[config.mk]
export PLATFORM = sky130hd
export DESIGN_NAME = vid_capture
export DESIGN_NICKNAME = d
export VERILOG_FILES = /design/src/rtl/vid_cap_pkg.sv /design/src/rtl/cap_fifo.sv /design/src/rtl/vid_capture.sv
export SDC_FILE = /design/constraint.sdc
export NUM_CORES = 1
export LEC_CHECK = 0
export BUFFER_PORTS_ARGS = -buffer_cell sky130_fd_sc_hd__buf_2
export CAP_MARGIN = 20
export CORE_ASPECT_RATIO = 0.7
export CORE_UTILIZATION = 45
export CTS_CLUSTER_DIAMETER = 30
export DETAILED_ROUTE_END_ITERATION = 7
export HOLD_SLACK_MARGIN = 0.02
export PLACE_DENSITY = 0.68
export RECOVER_POWER = 25
export SETUP_SLACK_MARGIN = 0.15
export SLEW_MARGIN = 20
export SYNTH_ARGS = -nofsm -noshare
export SYNTH_HDL_FRONTEND = slang
export SYNTH_SLANG_ARGS = --single-unit
[constraint.sdc]
create_clock -name clk -period 5.35 [get_ports clk]
set_input_delay 0.535 -clock clk [delete_from_list [all_inputs] [get_ports clk]]
set_output_delay 0.535 -clock clk [all_outputs]
set_load 0.005 [all_outputs]
[src/rtl/vid_cap_pkg.sv]
// Shared types and constants for the video capture block: capture state
// encoding, default frame geometry and the CRC-16-CCITT helper used when
// VID_CAPTURE_CRC_EN is defined.
package vid_cap_pkg;

    typedef enum logic [2:0] {
        IDLE,
        SYNC,
        WAIT_VIS,
        ACTIVE,
        FLUSH
    } cap_state_t;

    localparam int H_ACTIVE_DEF = 336;
    localparam int V_ACTIVE_DEF = 240;

    localparam logic [15:0] CRC_POLY = 16'h1021;
    localparam logic [15:0] CRC_INIT = 16'hFFFF;

    // One 16-bit word folded into the CRC, most significant bit first.
    function automatic logic [15:0] crc16_step(input logic [15:0] crc,
                                               input logic [15:0] data);
        logic [15:0] c;
        c = crc;
        for (int i = 15; i >= 0; i--) begin
            if (c[15] ^ data[i]) begin
                c = {c[14:0], 1'b0} ^ CRC_POLY;
            end else begin
                c = {c[14:0], 1'b0};
            end
        end
        return c;
    endfunction

endpackage

[src/rtl/cap_fifo.sv]
// Synchronous FIFO for captured pixels. Head entry is visible on pop_data
// whenever the FIFO is non-empty (first-word fall-through). A push while
// full is discarded; full is the registered occupancy, so it does not see
// a pop happening in the same cycle.
module cap_fifo #(
    parameter int FIFO_DEPTH = 8,
    parameter int DATA_W     = 33
) (
    input  logic                          clk,
    input  logic                          reset,
    input  logic                          push,
    input  logic [DATA_W-1:0]             push_data,
    input  logic                          pop,
    output logic [DATA_W-1:0]             pop_data,
    output logic                          full,
    output logic                          empty,
    output logic [$clog2(FIFO_DEPTH):0]   count
);

    localparam int PTR_W = $clog2(FIFO_DEPTH);
    localparam int CNT_W = PTR_W + 1;

    logic [DATA_W-1:0] mem [FIFO_DEPTH];
    logic [PTR_W-1:0]  wr_ptr;
    logic [PTR_W-1:0]  rd_ptr;
    logic              do_push;
    logic              do_pop;

    assign full     = (count == CNT_W'(FIFO_DEPTH));
    assign empty    = (count == '0);
    assign do_push  = push && !full;
    assign do_pop   = pop && !empty;
    assign pop_data = mem[rd_ptr];

    // Storage array; written only on an accepted push.
    always_ff @(posedge clk) begin
        if (do_push) begin
            mem[wr_ptr] <= push_data;
        end
    end

    // Pointers and occupancy; depth is a power of two so pointers wrap freely.
    always_ff @(posedge clk or posedge reset) begin
        if (reset) begin
            wr_ptr <= '0;
            rd_ptr <= '0;
            count  <= '0;
        end else begin
            if (do_push) begin
                wr_ptr <= wr_ptr + 1'b1;
            end
            if (do_pop) begin
                rd_ptr <= rd_ptr + 1'b1;
            end
            case ({do_push, do_pop})
                2'b10:   count <= count + 1'b1;
                2'b01:   count <= count - 1'b1;
                default: count <= count;
            endcase
        end
    end

endmodule

[src/rtl/vid_capture.sv]
// Video output capture: samples active-display pixels, buffers them in
// cap_fifo and writes them to a frame store with linear addresses
// (y*H_ACTIVE+x) over a valid/ack handshake.
// Optional: define VID_CAPTURE_CRC_EN to add frame_crc, a CRC-16-CCITT of
// every acked word of the last completed frame.
//
// Handshake: fb_wr is the valid; fb_addr/fb_data are held while fb_wr=1
// and fb_ack=0. A transfer completes in a cycle where fb_wr=1 and fb_ack=1,
// and the next entry may be presented the following cycle. fb_ack is
// ignored while fb_wr=0.
module vid_capture
    import vid_cap_pkg::*;
#(
    parameter int H_ACTIVE   = H_ACTIVE_DEF,
    parameter int V_ACTIVE   = V_ACTIVE_DEF,
    parameter int FIFO_DEPTH = 8,
    parameter int ADDR_W     = 17
) (
    input  logic              clk,
    input  logic              reset,
    input  logic              pix_en,
    input  logic [15:0]       VIDOUT,
    input  logic              HBLANK_b,
    input  logic              VBLANK_b,
    input  logic              VSYNC,
    input  logic              arm,
    input  logic              continuous,
    output logic              fb_wr,
    output logic [ADDR_W-1:0] fb_addr,
    output logic [15:0]       fb_data,
    input  logic              fb_ack,
    output logic              busy,
    output logic              frame_done,
    output logic [7:0]        frame_cnt,
    output logic              overflow,
    output logic              geom_err
`ifdef VID_CAPTURE_CRC_EN
    ,
    output logic [15:0]       frame_crc
`endif
);

    localparam int X_W    = $clog2(H_ACTIVE + 1);
    localparam int Y_W    = $clog2(V_ACTIVE + 1);
    localparam int DATA_W = ADDR_W + 16;
    localparam int CNT_W  = $clog2(FIFO_DEPTH) + 1;

    localparam logic [X_W-1:0]    H_MAX  = X_W'(H_ACTIVE);
    localparam logic [Y_W-1:0]    V_MAX  = Y_W'(V_ACTIVE);
    localparam logic [ADDR_W-1:0] H_STEP = ADDR_W'(H_ACTIVE);

    cap_state_t        state;
    logic              vsync_q;
    logic              hblank_q;
    logic              vblank_q;
    logic [X_W-1:0]    x;
    logic [Y_W-1:0]    y;
    logic [Y_W-1:0]    y_after;
    logic [ADDR_W-1:0] addr;
    logic [ADDR_W-1:0] line_base;

    logic vsync_rise;
    logic vblank_rise;
    logic vblank_fall;
    logic hblank_fall;
    logic pix_accept;
    logic pix_in_range;
    logic push_req;
    logic line_end;
    logic flush_idle;

    logic              fifo_full;
    logic              fifo_empty;
    logic              fifo_pop;
    logic [DATA_W-1:0] fifo_head;
    logic [CNT_W-1:0]  fifo_count;

    assign vsync_rise   = VSYNC & ~vsync_q;
    assign vblank_rise  = VBLANK_b & ~vblank_q;
    assign vblank_fall  = ~VBLANK_b & vblank_q;
    assign hblank_fall  = ~HBLANK_b & hblank_q;

    assign pix_accept   = (state == ACTIVE) && pix_en && HBLANK_b && VBLANK_b;
    assign pix_in_range = (x < H_MAX) && (y < V_MAX);
    assign push_req     = pix_accept && pix_in_range;
    assign line_end     = (state == ACTIVE) && hblank_fall && (x != '0);
    // y saturates at V_ACTIVE; any extra line only produces dropped pixels.
    assign y_after      = (line_end && (y != V_MAX)) ? y + 1'b1 : y;

    // Nothing left once the FIFO is empty and any presented word is acked now.
    assign flush_idle   = (fifo_count == '0) && (!fb_wr || fb_ack);
    assign fifo_pop     = !fifo_empty && (!fb_wr || fb_ack);

    assign busy         = (state != IDLE);

    cap_fifo #(
        .FIFO_DEPTH (FIFO_DEPTH),
        .DATA_W     (DATA_W)
    ) u_fifo (
        .clk        (clk),
        .reset      (reset),
        .push       (push_req),
        .push_data  ({addr, VIDOUT}),
        .pop        (fifo_pop),
        .pop_data   (fifo_head),
        .full       (fifo_full),
        .empty      (fifo_empty),
        .count      (fifo_count)
    );

    // Capture FSM with position/address tracking and status flags.
    always_ff @(posedge clk or posedge reset) begin
        if (reset) begin
            state      <= IDLE;
            vsync_q    <= 1'b0;
            hblank_q   <= 1'b0;
            vblank_q   <= 1'b0;
            x          <= '0;
            y          <= '0;
            addr       <= '0;
            line_base  <= '0;
            frame_done <= 1'b0;
            frame_cnt  <= '0;
            overflow   <= 1'b0;
            geom_err   <= 1'b0;
        end else begin
            vsync_q    <= VSYNC;
            hblank_q   <= HBLANK_b;
            vblank_q   <= VBLANK_b;
            frame_done <= 1'b0;
            case (state)
                IDLE: begin
                    if (arm) begin
                        state    <= SYNC;
                        overflow <= 1'b0;
                        geom_err <= 1'b0;
                    end
                end
                SYNC: begin
                    if (vsync_rise) begin
                        state <= WAIT_VIS;
                    end
                end
                WAIT_VIS: begin
                    x         <= '0;
                    y         <= '0;
                    addr      <= '0;
                    line_base <= '0;
                    if (vblank_rise) begin
                        state <= ACTIVE;
                    end
                end
                ACTIVE: begin
                    // Position advances even when the FIFO drops the pixel.
                    if (push_req) begin
                        x    <= x + 1'b1;
                        addr <= addr + 1'b1;
                        if (fifo_full) begin
                            overflow <= 1'b1;
                        end
                    end else if (pix_accept) begin
                        geom_err <= 1'b1;
                    end
                    if (line_end) begin
                        if (x != H_MAX) begin
                            geom_err <= 1'b1;
                        end
                        x         <= '0;
                        y         <= y_after;
                        line_base <= line_base + H_STEP;
                        addr      <= line_base + H_STEP;
                    end
                    if (vblank_fall) begin
                        if (y_after != V_MAX) begin
                            geom_err <= 1'b1;
                        end
                        state <= FLUSH;
                    end
                end
                FLUSH: begin
                    if (flush_idle) begin
                        frame_done <= 1'b1;
                        frame_cnt  <= frame_cnt + 1'b1;
                        state      <= continuous ? SYNC : IDLE;
                    end
                end
                default: state <= IDLE;
            endcase
        end
    end

    // Output register: loads the FIFO head whenever the slot is free or acked.
    always_ff @(posedge clk or posedge reset) begin
        if (reset) begin
            fb_wr   <= 1'b0;
            fb_addr <= '0;
            fb_data <= '0;
        end else if (fifo_pop) begin
            fb_wr              <= 1'b1;
            {fb_addr, fb_data} <= fifo_head;
        end else if (fb_ack) begin
            fb_wr <= 1'b0;
        end
    end

`ifdef VID_CAPTURE_CRC_EN
    logic [15:0] crc_acc;
    logic [15:0] crc_next;

    // Running CRC including a transfer completing this cycle.
    always_comb begin
        crc_next = crc_acc;
        if (fb_wr && fb_ack) begin
            crc_next = crc16_step(crc_acc, fb_data);
        end
    end

    // Restart per frame; publish the final value together with frame_done.
    always_ff @(posedge clk or posedge reset) begin
        if (reset) begin
            crc_acc   <= CRC_INIT;
            frame_crc <= '0;
        end else begin
            if (state == WAIT_VIS) begin
                crc_acc <= CRC_INIT;
            end else begin
                crc_acc <= crc_next;
            end
            if ((state == FLUSH) && flush_idle) begin
                frame_crc <= crc_next;
            end
        end
    end
`endif

endmodule

Word-level counts from Yosys, hierarchy flattened
Memories as Yosys holds them, arrays and structs flattened. A register that Yosys moved wholly into a read port is not among the register bits.
Cells that the tools add are included.
{"block": "totals", "register_bits": 79, "ramBits": 264, "out_inout_bits": 46, "n_memories": 1}
{"name": "u_fifo.mem", "depth": 8, "width": 33, "rd": 1, "rd_ports_with_merged_regs": 1, "write_ports": 1, "line_no": "cap_fifo.sv:23", "source": "logic [DATA_W-1:0] mem [FIFO_DEPTH];"}
{"block": "classes", "n_addsub": 9, "order_cmp": 2, "eq_ne": 19, "mux": 36, "bitwise": 8, "n_reduce_logical": 30}
{"operator": "17-bit one-hot mux with 2 select lines", "n": 2}
{"operator": "17-bit two-way mux", "n": 3}
{"operator": "9-bit two-way mux", "n": 2}
{"operator": "9-bit one-hot mux with 2 select lines", "n": 1}
{"operator": "17-bit by 1-bit adder with 17-bit output, second input constant", "n": 1}
{"operator": "17-bit by 9-bit adder with 17-bit output, second input constant", "n": 1}
{"operator": "8-bit by 1-bit adder with 8-bit output, second input constant", "n": 2}
{"operator": "1-bit two-way mux", "n": 16}
{"operator": "8-bit two-way mux", "n": 2}
{"operator": "8-bit inequality test, second input constant", "n": 2}
{"operator": "8-bit one-hot mux with 2 select lines", "n": 1}
{"operator": "3-bit two-way mux", "n": 5}
{"operator": "3-bit one-hot mux with 5 select lines", "n": 1}
{"operator": "1-bit logical AND", "n": 12}
{"operator": "2-bit inequality test, second input constant", "n": 6}
{"operator": "9-bit by 1-bit adder with 9-bit output, second input constant", "n": 1}
{"operator": "9-bit < comparator, second input constant", "n": 1}
{"operator": "9-bit inequality test, second input constant", "n": 1}
{"operator": "9-bit nonzero test", "n": 1}
{"operator": "8-bit < comparator, second input constant", "n": 1}
{"operator": "4-bit one-hot mux with 2 select lines", "n": 1}
{"operator": "2-bit AND reduction", "n": 4}
{"operator": "2-bit nonzero test", "n": 4}
{"operator": "3-bit by 1-bit adder with 3-bit output, second input constant", "n": 2}
{"operator": "20 further kinds", "n": 31}

Longest topological paths before layout
Gate-level depths: netlist of run 1.
{"block": "depth", "word_depth": 11, "mapped_depth": 12, "ltp_nobuf": 11}

Cells and area by module
Synthesis of run 1 repeated with hierarchy kept, for this count alone.
{"block": "hier_totals", "cells_unflattened": 909, "hier_area_um2": 15431.0}
{"mod": "cap_fifo", "instances": 1, "cells_per_inst": 450, "area_each_um2": 10680.2}
{"mod": "vid_capture", "instances": 1, "cells_per_inst": 459, "area_each_um2": 4750.8}

Least setup slack after synthesis of run 1
OpenSTA, ideal clock, no wires.
{"block": "synth_path", "path_kind": "register to register", "start": "register state[2]", "end": "memory u_fifo.mem[4][0], enable pin", "setup_ns": 0.518, "arrival_ns": 4.928, "path_slack_ns": -0.096, "stages_incl_launch_ff": 6, "path_cell_list": "dfrtp_1 -> nand3b_1 -> or2_2 -> nor2_1 -> nand2_1 -> nor4b_1"}
{"block": "synth_via", "elab_chain_cells": 8}
{"item": "start, declared", "line_no": "vid_capture.sv:52", "source": "cap_state_t state;"}
{"item": "start signal, assigned", "line_no": "vid_capture.sv:184", "source": "state <= continuous ? SYNC : IDLE;"}
{"item": "3-bit by 2-bit equality test with 1-bit output", "line_no": "vid_capture.sv:83", "source": "assign pix_accept = (state == ACTIVE) && pix_en && HBLANK_b && VBLANK_b;"}
{"item": "1-bit logical AND (3 in series)", "line_no": "vid_capture.sv:83"}
{"item": "1-bit logical AND", "line_no": "vid_capture.sv:85", "source": "assign push_req = pix_accept && pix_in_range;"}
{"item": "1-bit logical AND", "line_no": "cap_fifo.sv:31", "source": "assign do_push = push && !full;"}
{"item": "1-bit two-way mux", "line_no": "cap_fifo.sv:37", "source": "if (do_push) begin"}
{"item": "1-bit two-way mux (not written as such)", "line_no": "cap_fifo.sv:38", "source": "mem[wr_ptr] <= push_data;"}
{"item": "end, declared", "line_no": "cap_fifo.sv:23"}
No other way between the ends.

Worst setup path in the final report of run 1
{"block": "layout_path", "start": "register state[1]", "end": "register u_fifo.count[2]"}
{"block": "layout_via", "elab_chain_cells": 8}
{"item": "3-bit by 2-bit equality test with 1-bit output (*)", "line_no": "vid_capture.sv:83"}
{"item": "1-bit logical AND (*) (3 in series)", "line_no": "vid_capture.sv:83"}
{"item": "1-bit logical AND (*)", "line_no": "vid_capture.sv:85"}
{"item": "1-bit logical AND (*)", "line_no": "cap_fifo.sv:31"}
{"item": "2-bit by 1-bit equality test with 1-bit output / 2-bit equality test (equally long branches)", "line_no": "cap_fifo.sv:55", "source": "case ({do_push, do_pop})"}
{"item": "4-bit one-hot mux with 2 select lines / 2-bit nonzero test (equally long branches)"}
{"item": "end signal, assigned", "line_no": "cap_fifo.sv:56", "source": "2'b10: count <= count + 1'b1;"}
{"item": "end signal, assigned", "line_no": "cap_fifo.sv:57", "source": "2'b01: count <= count - 1'b1;"}
{"item": "end signal, assigned", "line_no": "cap_fifo.sv:58", "source": "default: count <= count;"}
{"item": "end, declared", "line_no": "cap_fifo.sv:17", "source": "output logic [$clog2(FIFO_DEPTH):0] count"}
Every way passes the cells marked *; elsewhere a longest branch is shown, timed or not.
A chain may end at the register's enable or synchronous reset.

==> results.md, run 1 <==
* Part of the cycle the worst path needs at 59.9%
* Placer Congestion at 0.843
* Port buffer count at 70
* Async S/R FF share, synth at 29.0%
* Hold_buf cts at 0
* Cells after DPL at 1,414
* Core area at 32,800 µm²
* Seq cells post-synth at 372
* TritonCTS clock tree: built
* Final Util at 55.7%
* CTS root buf: clkbuf_16
* Final hold slack at 91.9 ps
* Clk slew on worst S/H paths at 50 ps
* Detailed Routing Iterations Pass 1 at 5
* Clock latency at the later pin of the worst-skew pair at 590 ps
* DP HPWL at 18,000 µm
* Post-cts resize count at 0
* Non-Filler Instances at 1,529
* Sequential area share after synthesis at 69.7%
* Post-route antenna net violation count at 0
* Synth top area share at 52.0%
* Die H at 156 µm
* Status: complete, but fails checks
* Final nets at 1,087
* Failing checks: max-capacitance violations, max-slew violations
* Vias in the first global route at 8,705
* # Post-CTS Setup Buffers at 0
* Slew margin rel. at -75.0%
* Kind of critical path: register to register
* Synth unique cells at 61
* Synth Area per Inst at 16.0 µm²
* HP Class: input port to register
* Critical Path RT at 5800 ps
* Setup-failing EPs final at 0
* P_leak at 6.56 nW
* Post-synth EDFFs at 264
* CTS Buf Count at 60
* First-pass GRT wire length at 49,800 µm
* DIE AREA at 34,600 µm²
* Synth area leaders: edfxtp_1, dfrtp_1, mux4_2
* Worst setup SP type: register
* Actual slew at the worst max-slew pin at 2610 ps
* Share of layout cells above drive strength 1 at 24.2%
* Post-DR vias/cell at 5.69
* Yosys top cell by area: edfxtp_1
* Synth warn at 0
* Worst vdd ir at 0.262 mV
* Count leader, synth: edfxtp_1
* DR iter-0 viols at 781
* Tmin final at 3210 ps
* Cells after Synth at 951
* Critical path arrival at 3660 ps
* RSZ-0062 raised after global routing: no
* Max-slew violations at 52
* Sink Count at 372
* Post-route DRC at 0
* Synth cell count leaders: edfxtp_1, dfrtp_1, mux4_2, nor2_1
* Final setup skew at 24.4 ps
* Setup WS post-layout at 2140 ps
* All-Layer GR Usage at 18.7%
* Initial antenna violation count at 0
* Ant diodes at 0
* Fmax at 312 MHz
* Max-cap violations at 1
* Starting Density at 46.5%
* H-tree depth at 2
* Total negative slack at 0 ps
* Net Count, Synth at 988
* GRT overflow at 0
* Final WL at 31,500 µm
* Synthesized area at 15,300 µm²
* Pwr per Cell Area at 516 nW/µm²
* CTS max path bufs at 3
* CP Capture Type: register
* Vias at 8,707
* Max FO, Critical Path at 13
* Die X-Extent at 222 µm
* I/O pins at 71
* Top FF cell, synth: edfxtp_1
* Largest net degree at the start of global routing at 72
* Final Hold Vio Count at 0
* Wirelength per Cell at 20.6 µm
* Syn-to-layout area delta at 20.0%
* Std cell rows at 55
* Place WS at 2200 ps
[kinds of logic after synthesis]
kind of cell / count (synthesis) / synth area share (%)
AOI/OAI and AO/OA: 155 / 6.51
adders and majority gates: 12 / 0.984
DFF: 372 / 69.7
muxes: 104 / 12.3
and+or+nand+nor: 211 / 6.81
buffers and inverters: 62 / 1.70
xor gates and xnor gates: 35 / 2.01
[area by class of cell]
type | count | area (µm²)
Clock buffer | 72 | 1600
Tap cell | 427 | 534
Sequential cell | 372 | 10600
Inverter | 12 | 46.3
Clock inverter | 42 | 564
Multi-Input combinational cell | 517 | 4450
Fill cell | 2511 | 14500
Timing Repair Buffer | 87 | 473
[layout by cell type (no fill, tap or decap), types with 5 or more instances in the layout]
master	instances
edfxtp_1	264
dfrtp_1	105
mux4_2	66
nor2_1	65
clkbuf_16	60
buf_2	50
nand2_1	47
o21ai_0	47
a21oi_1	42
mux2i_1	33
clkbuf_1	27
xnor2_1	19
nor3_1	17
nand3_1	16
xor2_1	16
buf_4	16
o31ai_1	13
ha_1	12
inv_1	11
a31oi_1	9
inv_6	9
bufinv_16	9
nand4_1	8
and3_1	7
clkinv_4	7
clkinvlp_4	7
nand3b_1	6
nand2b_1	5
a22o_1	5
o21a_1	5
nor4_1	5
nor3b_1	5
mux2_2	5
clkbuf_8	5
[sequential cells by signal (all words and copies together), names as in the netlist]
name	flops
u_fifo.mem	264
addr	17
fb_addr	17
fb_data	16
line_base	13
x	9
frame_cnt	8
y	8
u_fifo.count	4
state	3
u_fifo.rd_ptr	3
u_fifo.wr_ptr	3
fb_wr	1
frame_done	1
geom_err	1
hblank_q	1
overflow	1
vblank_q	1
vsync_q	1
[power by group]
part	switching (mW)	internal, mW	total [mW]
Clock	1.45	2.61	4.06
Combinational	0.742	0.847	1.59
Sequential	0.438	3.36	3.79
[worst paths after layout]
path                                    end         start  slack (ps)  cells after the start
hold / removal                      vsync_q         VSYNC          90                      1
hold reg to reg                frame_cnt[7]  frame_cnt[7]         480                      1
max in group asynchronous  u_fifo.rd_ptr[0]         reset        2940                      3
setup / recovery            u_fifo.count[2]      state[1]        2140                     11
setup reg to reg            u_fifo.count[2]      state[1]        2140                     11
min in group asynchronous      frame_cnt[7]         reset         650                      2
[critical path: stages (launching register included)]
cell and delay (ps):
dfrtp_1 500, nand3b_1 250, or2_2 480, nor2_1 250, nand2_1 340, ha_1 380
xor2_1 170, ha_1 190, a21oi_1 140, xor2_1 160, nor2_1 70, xor2_1 140
[metal layers]
| metal | up-vias | part of all wire (%) | GRT usage [%] |
|---|---|---|---|
| li1 | 3935 | - | - |
| met1 | 4442 | 47 | 27.5 |
| met2 | 267 | 45 | 28.0 |
| met3 | 63 | 6.1 | 4.01 |
| met4 | 0 | 1.9 | 5.32 |
| met5 | - | 0 | 0 |
[metrics by stage]
stage / total power, mW / cell area, µm²
2_1_floorplan: 4.91 / 15300
3_3_place_gp: 5.42 / 16100
3_5_place_dp: 5.46 / 16100
4_1_cts: 9.53 / 18300
5_1_grt: 9.85 / 18300
6_report: 9.44 / 18300
(Power assumes the default switching activity.)
==> run 2: changes to the inputs <==
Clock period 5.35 ns to 2.67 ns, I/O delays scaled along.
==> results.md, run 2 (synthesis gave the netlist of run 1 again) <==
* Largest regs: u_fifo.mem: 264 flops, addr: 17 flops, fb_addr: 17 flops
* RSZ-0062 raised after global routing: no
* Final instance area at 18,800 µm² (+2.9%)
* Final setup skew at 27.9 ps (+3.58 ps)
* GRT overflow at 0 (unchanged)
* Max stage delay on crit path at 490 ps (about the same)
* Final Hold Vio Count at 0 (unchanged)
* I/O pins at 71 (unchanged)
* Post-route antenna net violation count at 0 (unchanged)
* Pwr per Cell Area at 1010 nW/µm² (+95%)
* Slew margin rel. at 18.5% (+94 points)
* Setup-failing EPs final at 0 (unchanged)
* Post-route DRC at 0 (unchanged)
* Actual slew at the worst max-slew pin at 1220 ps (-1390 ps)
* Final Util at 57.3% (+1.6 points)
* Placer Congestion at 0.809 (-4.0%)
* DR iter-0 viols at 753 (-3.6%)
* Crit. Startpoint: x[0]
* Area post-placement at 16,500 µm² (+2.4%)
* HP Start: continuous
* Tmin final at 2420 ps (-785 ps)
* Reg power frac at 38.7% (-1.5 points)
* Critical path's slowest cell: or4b_4
* Clock power share at 41.4% (-1.6 points)
* CTS root buf: clkbuf_16
* DIE AREA at 34,600 µm² (unchanged)
* Max reg flops at 264 (unchanged)
* Max FO, Critical Path at 21 (+8)
* Wirelength per Cell at 20.1 µm (-2.3%)
* Sink Count at 372 (unchanged)
* Std cell rows at 55 (unchanged)
* HP Class: input port to register
* Max-cap violations at 0 (-1)
* Gate power share at 19.9% (+3.1 points)
* Internal power at 13.7 mW (+100%)
* Ant diodes at 0 (unchanged)
* CTS Buf Count at 59 (-1.7%)
* FILL cells at 2,491 (-0.80%)
* Kind of critical path: register to register
* Top reg by flops: u_fifo.mem
* Die X-Extent at 222 µm (unchanged)
* Part of the cycle the worst path needs at 90.7% (+31 points)
* Non-Filler Instances at 1,576 (+3.1%)
* Commonest non-fill, non-tap cell in the layout: edfxtp_1
* P_leak at 6.79 nW (+3.6%)
* Largest net degree at the start of global routing at 70 (-2.8%)
* Detailed Routing Iterations Pass 1 at 7 (+2)
* Vias in the first global route at 8,844 (+1.6%)
* Final WL at 31,700 µm (+0.71%)
* All-Layer GR Usage at 18.9% (+0.20 points)
* Clk slew on worst S/H paths at 50 ps (about the same)
* Final nets at 1,135 (+4.4%)
* Initial antenna violation count at 0 (unchanged)
* CTS max path bufs at 3 (unchanged)
* Starting Density at 46.5% (unchanged)
* Switching share of total power at 27.5% (-0.38 points)
* Critical Path, Cell by Cell: inv_1, ha_1, or4b_4, o311a_4, a211oi_4, buf_4, nor3_1, o21a_1
* Worst setup SP type: register
* Critical path arrival at 2870 ps (-790 ps)
* Status: finished clean
* Post-DR vias/cell at 5.59 (-1.9%)
* Worst vdd ir at 0.548 mV (+110%)
* Vias at 8,804 (+1.1%)
* Die H at 156 µm (unchanged)
* DP HPWL at 18,700 µm (+4.0%)
* Clock latency at the later pin of the worst-skew pair at 580 ps (about the same)
* Syn-to-layout area delta at 23.4%
* First-pass GRT wire length at 50,600 µm (+1.4%)
* Final hold slack at 111 ps (+19.2 ps)
* Cells after DPL at 1,440 (+1.8%)
* H-tree depth at 2 (unchanged)
* Reg-to-reg startpoint: x[0]
* TritonCTS clock tree: built
* Fmax at 413 MHz (+32%)
* Share of layout cells above drive strength 1 at 25.8% (+1.6 points)
* Total power of the final layout at 18.9 mW (+100%)
* Port buffer count at 70 (unchanged)
* Commonest non-fill, non-tap cells in the layout: edfxtp_1, dfrtp_1, mux4_2, nor2_1, clkbuf_16
* Core area at 32,800 µm² (unchanged)
* Critical Path RT at 3120 ps (-2680 ps)
* CP Capture Type: register
* Max-slew violations at 0 (-100%)
* Sw Pwr at 5.20 mW (+98%)
run 2: cell types whose count changed in the layout (fill, tap and decap cells not counted), moves of 4 or more:
cell and change:
buf_12 +11, buf_4 +16, clkinv_2 +4, dlygate4sd3_1 +21, clkbuf_8 +4, inv_6 -5
run 2: path summary, 6_finish.rpt:
path                                  to  slack (ps)  cells after the start
max                                 x[8]         250                      8
min                             state[0]         110                      5
max reg2reg                         x[8]         250                      8
min reg2reg                 frame_cnt[7]         470                      1
max in group asynchronous  line_base[16]        1230                      4
min in group asynchronous       vblank_q         480                      3
run 2: metal layers:
layer	GRT usage (%)	wire (µm)	part of all wire, %
met2	27.8	14200	45
met5	0	0	0
met3	3.92	1620	5.1
met4	4.76	487	1.5
met1	28.6	15400	49
run 2: timing repair:
item,CTS,global route
endpoints found under the setup margin,0,75
hold buffers,21,0
hold endpoints to repair,154,0
resized for setup,0,5
buffers inserted,0,3
run 2: area by class of cell:
class	instances	area, µm²	area share (%)
well taps	427	534	2.84
multi-input cells	517	4510	23.9
clock inverters	38	465	2.47
clock buffers	74	1620	8.62
inverters	12	46.3	0.246
flip-flops and latches	372	10600	56.5
repair buffers	136	1000	5.34
run 2: metrics by stage:
stage	setup WS, ps	setup TNS [ps]
after CTS	178	0
after global routing	152	0
after detailed placement	224	0
final	249	0
after floorplan	-168	-18660
after global placement	281	0
run 2: worst max-delay path: cells and delay by family (launching register included):
kind / cells / cell delay, ps
AOI/OAI and AO/OA: 3 / 910
and+or+nand+nor: 2 / 560
buffers and inverters: 2 / 280
DFF: 1 / 420
adders and majority gates: 1 / 130
run 2: power groups by stage:
stage          sequential, mW  combinational (mW)  clock (mW)
5_1_grt                  7.40                4.13        8.25
2_1_floorplan            7.19                2.69           0
4_1_cts                  7.32                3.85        8.00
6_report                 7.32                3.77        7.85
3_5_place_dp             7.42                3.80           0
3_3_place_gp             7.39                3.74           0
